--- src/rtl/eth_mii_tx_pkg.sv ---
// Shared definitions for the MII nibble transmitter: FSM state encoding,
// line nibbles for preamble/SFD and the IEEE 802.3 CRC-32 constants.
// Optional feature macro: ETH_MII_TX_CRC_EN (padding + FCS generation).
package eth_mii_tx_pkg;

  typedef enum logic [3:0] {
    IDLE,
    PRE,
    SFD,
    DLO,
    DHI,
    PAD,
    FCS,
    IFG,
    DRAIN
  } state_t;

  localparam logic [3:0]  PRE_NIB     = 4'h5;
  localparam logic [3:0]  SFD_NIB     = 4'hD;

  localparam logic [31:0] CRC_POLY    = 32'hEDB88320;
  localparam logic [31:0] CRC_INIT    = 32'hFFFFFFFF;
  // Running (non-inverted) register value after data plus a correct FCS.
  localparam logic [31:0] CRC_RESIDUE = 32'hDEBB20E3;

endpackage

--- src/rtl/eth_crc32_nib.sv ---
// Combinational one-nibble step of the reflected IEEE 802.3 CRC-32.
// The nibble is consumed LSB first, matching MII bit order on the wire,
// so the receive-side checker can reuse this block unchanged.
module eth_crc32_nib
  import eth_mii_tx_pkg::*;
(
  input  logic [31:0] crc,
  input  logic [3:0]  nib,
  output logic [31:0] crc_next
);

  function automatic logic [31:0] next_crc(input logic [31:0] c, input logic [3:0] n);
    logic [31:0] r;
    r = c ^ {28'h0, n};
    for (int i = 0; i < 4; i++) begin
      r = r[0] ? ((r >> 1) ^ CRC_POLY) : (r >> 1);
    end
    return r;
  endfunction

  assign crc_next = next_crc(crc, nib);

endmodule

--- src/rtl/eth_mii_tx.sv ---
// MII transmitter: byte stream in, preamble/SFD/payload[/pad/FCS] out as
// registered nibbles, followed by the inter-frame gap.
// Optional feature macro: ETH_MII_TX_CRC_EN. When defined, short frames are
// zero-padded to MIN_FRAME bytes and the FCS is appended; when undefined the
// producer must supply the FCS as part of the payload.
module eth_mii_tx
  import eth_mii_tx_pkg::*;
#(
  parameter int IFG_CYCLES = 24,
  parameter int MIN_FRAME  = 60
) (
  input  logic       clk,
  input  logic       resetn,
  input  logic       in_valid,
  input  logic [7:0] in_data,
  input  logic       in_last,
  output logic       in_ready,
  output logic [3:0] TX_DATA,
  output logic       TX_EN,
  output logic       frame_done,
  output logic       underrun,
  output logic       busy
);

  state_t      state_reg, state_next;
  logic [7:0]  cnt_reg;          // per-state cycle counter, cleared on every state change
  logic [7:0]  byte_reg;
  logic        last_taken_reg;
  logic        aborted_reg;
  logic        done_d1_reg;
  logic        frame_done_reg;
  logic        underrun_reg;
  logic        tx_en_reg;
  logic [3:0]  tx_data_reg;

  logic        ready_c;
  logic        accept;
  logic        ur_c;
  logic        en_c;
  logic [3:0]  nib_c;

`ifdef ETH_MII_TX_CRC_EN
  logic [31:0] crc_reg;
  logic [31:0] crc_next;
  logic [31:0] fcs_shift;
  logic [10:0] byte_cnt_reg;
  logic        pad_phase_reg;

  // FCS is the complemented CRC, sent low nibble first.
  assign fcs_shift = (~crc_reg) >> {cnt_reg[2:0], 2'b00};

  eth_crc32_nib u_crc (
    .crc      (crc_reg),
    .nib      (nib_c),
    .crc_next (crc_next)
  );
`endif

  // Next-state, ready and line nibble for the current state; an underrun
  // overrides everything so the line drops on the very next edge.
  always_comb begin
    state_next = state_reg;
    ready_c    = 1'b0;
    ur_c       = 1'b0;
    en_c       = 1'b0;
    nib_c      = 4'h0;
    case (state_reg)
      IDLE: begin
        if (in_valid) state_next = PRE;
      end
      PRE: begin
        en_c  = 1'b1;
        nib_c = PRE_NIB;
        if (cnt_reg == 8'd14) state_next = SFD;
      end
      SFD: begin
        en_c    = 1'b1;
        nib_c   = SFD_NIB;
        ready_c = 1'b1;
        if (in_valid) state_next = DLO;
        else          ur_c       = 1'b1;
      end
      DLO: begin
        en_c       = 1'b1;
        nib_c      = byte_reg[3:0];
        state_next = DHI;
      end
      DHI: begin
        en_c    = 1'b1;
        nib_c   = byte_reg[7:4];
        ready_c = !last_taken_reg;
        if (!last_taken_reg) begin
          if (in_valid) state_next = DLO;
          else          ur_c       = 1'b1;
        end else begin
`ifdef ETH_MII_TX_CRC_EN
          state_next = (byte_cnt_reg < 11'(MIN_FRAME)) ? PAD : FCS;
`else
          state_next = IFG;
`endif
        end
      end
`ifdef ETH_MII_TX_CRC_EN
      PAD: begin
        en_c  = 1'b1;
        nib_c = 4'h0;
        if (pad_phase_reg && (byte_cnt_reg == 11'(MIN_FRAME - 1))) state_next = FCS;
      end
      FCS: begin
        en_c  = 1'b1;
        nib_c = fcs_shift[3:0];
        if (cnt_reg == 8'd7) state_next = IFG;
      end
`endif
      IFG: begin
        if (cnt_reg == 8'(IFG_CYCLES - 1)) state_next = IDLE;
      end
      DRAIN: begin
        ready_c = 1'b1;
        if (in_valid && in_last) state_next = IFG;
      end
      default: state_next = IDLE;
    endcase
    if (ur_c) begin
      state_next = DRAIN;
      en_c       = 1'b0;
      nib_c      = 4'h0;
    end
  end

  assign accept = ready_c && in_valid;

  // State register and per-state cycle counter.
  always_ff @(posedge clk or negedge resetn) begin
    if (!resetn) begin
      state_reg <= IDLE;
      cnt_reg   <= 8'd0;
    end else begin
      state_reg <= state_next;
      cnt_reg   <= (state_next != state_reg) ? 8'd0 : cnt_reg + 8'd1;
    end
  end

  // Byte capture plus per-frame flags (last byte seen, frame aborted).
  always_ff @(posedge clk or negedge resetn) begin
    if (!resetn) begin
      byte_reg       <= 8'h00;
      last_taken_reg <= 1'b0;
      aborted_reg    <= 1'b0;
    end else begin
      if (accept) byte_reg <= in_data;
      if (state_reg == IDLE)       last_taken_reg <= 1'b0;
      else if (accept && in_last)  last_taken_reg <= 1'b1;
      if (state_reg == IDLE)       aborted_reg <= 1'b0;
      else if (ur_c)               aborted_reg <= 1'b1;
    end
  end

  // Registered MII pins and status pulses; frame_done is delayed one extra
  // cycle so it lines up with the end of the gap as seen on the pins.
  always_ff @(posedge clk or negedge resetn) begin
    if (!resetn) begin
      tx_en_reg      <= 1'b0;
      tx_data_reg    <= 4'h0;
      underrun_reg   <= 1'b0;
      done_d1_reg    <= 1'b0;
      frame_done_reg <= 1'b0;
    end else begin
      tx_en_reg      <= en_c;
      tx_data_reg    <= en_c ? nib_c : 4'h0;
      underrun_reg   <= ur_c;
      done_d1_reg    <= (state_reg == IFG) && (state_next == IDLE) && !aborted_reg;
      frame_done_reg <= done_d1_reg;
    end
  end

`ifdef ETH_MII_TX_CRC_EN
  // CRC accumulation over payload and pad nibbles, plus the saturating
  // payload byte count that decides how much padding is needed.
  always_ff @(posedge clk or negedge resetn) begin
    if (!resetn) begin
      crc_reg       <= CRC_INIT;
      byte_cnt_reg  <= 11'd0;
      pad_phase_reg <= 1'b0;
    end else begin
      if (state_reg == SFD)
        crc_reg <= CRC_INIT;
      else if (state_reg == DLO || state_reg == DHI || state_reg == PAD)
        crc_reg <= crc_next;

      if (state_reg == IDLE)
        byte_cnt_reg <= 11'd0;
      else if (byte_cnt_reg != 11'h7FF &&
               (((state_reg == SFD || state_reg == DHI) && accept) ||
                (state_reg == PAD && pad_phase_reg)))
        byte_cnt_reg <= byte_cnt_reg + 11'd1;

      pad_phase_reg <= (state_reg == PAD) ? !pad_phase_reg : 1'b0;
    end
  end
`endif

  assign in_ready   = ready_c;
  assign busy       = (state_reg != IDLE);
  assign TX_EN      = tx_en_reg;
  assign TX_DATA    = tx_data_reg;
  assign frame_done = frame_done_reg;
  assign underrun   = underrun_reg;

endmodule

--- config.mk ---
export PLATFORM = sky130hd
export DESIGN_NAME = eth_mii_tx
export DESIGN_NICKNAME = d
export VERILOG_FILES = /design/src/rtl/eth_mii_tx_pkg.sv /design/src/rtl/eth_crc32_nib.sv /design/src/rtl/eth_mii_tx.sv
export SDC_FILE = /design/constraint.sdc
export NUM_CORES = 1
export LEC_CHECK = 0
export ABC_CLOCK_PERIOD_IN_PS = 4100
export BUFFER_PORTS_ARGS = -buffer_cell sky130_fd_sc_hd__buf_4
export CELL_PAD_IN_SITES_DETAIL_PLACEMENT = 1
export CELL_PAD_IN_SITES_GLOBAL_PLACEMENT = 2
export CORE_ASPECT_RATIO = 0.7
export CORE_MARGIN = 1
export CORE_UTILIZATION = 41
export CTS_CLUSTER_SIZE = 10
export DETAILED_ROUTE_END_ITERATION = 10
export PLACE_DENSITY = 0.94
export RECOVER_POWER = 100
export SLEW_MARGIN = 30
export SYNTH_ARGS = -nofsm -noshare
export SYNTH_HDL_FRONTEND = slang
export SYNTH_SLANG_ARGS = --single-unit
--- constraint.sdc ---
create_clock -name clk -period 4.1 [get_ports clk]
set_input_delay 0.41 -clock clk [delete_from_list [all_inputs] [get_ports clk]]
set_output_delay 0.41 -clock clk [all_outputs]
set_load 0.005 [all_outputs]
==> run metrics <==
Internal 683 uW; IO Count 21; min Tclk post-route 2.20 ns; CORE AREA 3920 um2; slowest stage delay, CP 0.76 ns; violated checks capacitance limit, slew limit; # rows 19; ys flop type dfrtp_1; number of global-route vias before repair 1,265; CTS tree yes; Worst-Margin Slew 1.58 ns; first-pass GRT wire length 6420 um; Peak VDD IR 0.180 mV; Lkg Pwr 0.844 nW; critical path class flop to flop; CP bufs+invs 0; Tot Pwr 1.03 mW; via count 1,244; setup bufs post-CTS 0; die area 4360 um2; Resize count post-CTS 0; setup TNS 0 ns; most frequent cells in the layout dfrtp_1 (30), buf_4 (10), clkbuf_4 (9); router iterations before antenna repair 4; Pwr Density 544 nW/um2; Critical Path RT 4.23 ns; slowest CP cell nor3b_1; hold-fix buffers at CTS 0; Detailed Route WL 3750 um; non-filler cells in the finished layout 213; CP top delay family simple AND/OR/NAND/NOR gates; fraction of power consumed by combinational cells 27.8%; Avg WL per Cell 17.6 um; worst hold slack 0.337 ns; power share of the clock group 27.2%; CP Launch Point state_reg[2]$_DFF_PN0_; clk_skew 0.00467 ns; Clock Latency Late Sink 0.28 ns; Final Wtd Congestion 0.808; drc violations 0; hpwl dp 2740 um; Slew Viols, Final 31; Die Span Y 55.6 um; Synth Register Bits 30; Worst-path clk slew 0.06 ns; H-tree levels 2; Netlist cell types 53; clk buf depth 2; Syn. warnings 0; # port buffers 20; Worst EP arrival 2.34 ns; fin crit share 53.8%; initial antenna violation count 0; syn avg cell area 11.9 um2; Mapped Nets 155; antenna-violating nets left 0; CTS buffer count 5; initial core utilization 42.8%; Post-layout nets 174; synthesis-to-layout area growth 12.5%; initial drt markers 62; Die W 78.5 um; pre-CTS setup slack 2.06 ns; Seq/Total Area, Yosys 44.7%; worst hold start in_data[1]; Post-synth EDFFs 0; switch share 33.5%; root cell of the clock tree clkbuf_8; asr flop ratio synth 100%; MaxCap Viol Count 1; CP endpoint kind flop; Syn Std Cell Area 1680 um2; remaining global-route overflow 0; Post-Syn Instances 141; RSZ-0062 raised after global routing no; switching pwr 344 uW; share of cells above drive strength 1 23.6%; fin worst setup slack 1.90 ns; Final Hold Vio Count 0; Crit Path Max Fanout 18; r2r startpoint state_reg[2]$_DFF_PN0_; GRT Resource Usage Total 19.6%; Worst Setup Start Kind flop; critical path cell sequence nor3b_1, nor2_1, o221ai_1, nor4_1; Inserted Diodes 0; HP Class primary input to flop; leading cell type in the layout, fill and taps excluded dfrtp_1; status finished, violations left; normalized max-slew margin -5.43%; largest net degree at the start of global routing 31; clk sink count 30; via/cell ratio 5.84; final setup vio count 0; Post-Place Cells 205; Max Clk Rate 454 MHz; sequential share of power 45.0%
-- cell type report --
class / instances / area, um2
Tap cell: 52 / 65.1
Inverter: 4 / 15.0
Sequential cell: 30 / 751
Multi-Input combinational cell: 99 / 803
Fill cell: 441 / 2030
Timing Repair Buffer: 20 / 146
Clock buffer: 8 / 110
-- stage by stage --
step,utilization (%),cell area (um2)
after floorplan,-,1680
after global placement,46.7,1830
after detailed placement,46.7,1830
after CTS,49.5,1940
after global routing,48.2,1890
final,48.2,1890
-- synthesized netlist by cell type, types with 2 or more instances --
master / n / share of area (%)
dfrtp_1: 30 / 45
xnor2_1: 2 / 1.0
o21ai_1: 2 / 0.60
xor2_1: 4 / 2.1
a21oi_1: 4 / 1.2
nand3_1: 5 / 1.5
buf_6: 2 / 1.3
inv_1: 4 / 0.89
a2bb2oi_1: 2 / 1.0
nor3_1: 4 / 1.2
a21o_1: 2 / 0.89
nor4_1: 8 / 3.0
mux2_1: 8 / 5.4
nor2_1: 5 / 1.1
buf_4: 5 / 2.2
o21a_1: 2 / 0.89
nand2b_1: 3 / 1.1
a211oi_2: 2 / 1.5
nor2b_1: 6 / 2.2
ha_1: 2 / 1.5
and3_1: 3 / 1.1
nand2_1: 4 / 0.89
nor3b_1: 2 / 0.89
-- path summary, 6_finish.rpt --
kind | slack, ns | endpoint | cells past startpoint
max in group asynchronous | 2.67 | byte_reg[2]$_DFFE_PN0P_ | 1
worst max-delay path | 1.90 | cnt_reg[3]$_DFF_PN0_ | 4
min in group asynchronous | 0.51 | byte_reg[3]$_DFFE_PN0P_ | 1
worst min-delay path | 0.34 | byte_reg[1]$_DFFE_PN0P_ | 2
worst max register to register | 1.90 | cnt_reg[3]$_DFF_PN0_ | 4
worst min register to register | 0.36 | frame_done$_DFF_PN0_ | 0
-- logic make-up after synthesis --
logic type	share of synthesized area [%]
buffers and inverters	4.77
AOI/OAI and AO/OA	20.3
adders and majority gates	1.49
and+or+nand+nor	20.3
xor gates and xnor gates	3.13
muxes	5.36
DFF	44.7
-- routing by layer --
layer	vias to the layer above	global-route usage (%)	routed length (um)
met5	-	0	0
met4	0	8.20	54
met3	7	5.45	145
met2	24	29.9	1780
met1	637	26.0	1780
li1	576	-	-
-- power by group through the flow --
| stage | logic, mW | clock network (mW) | registers, mW |
|---|---|---|---|
| after detailed placement | 0.298 | 0 | 0.466 |
| after global routing | 0.317 | 0.301 | 0.472 |
| final | 0.285 | 0.280 | 0.463 |
| after CTS | 0.297 | 0.287 | 0.463 |
| after floorplan | 0.253 | 0 | 0.416 |
| after global placement | 0.281 | 0 | 0.460 |
No activity file was read; power rests on OpenSTA's default activity.
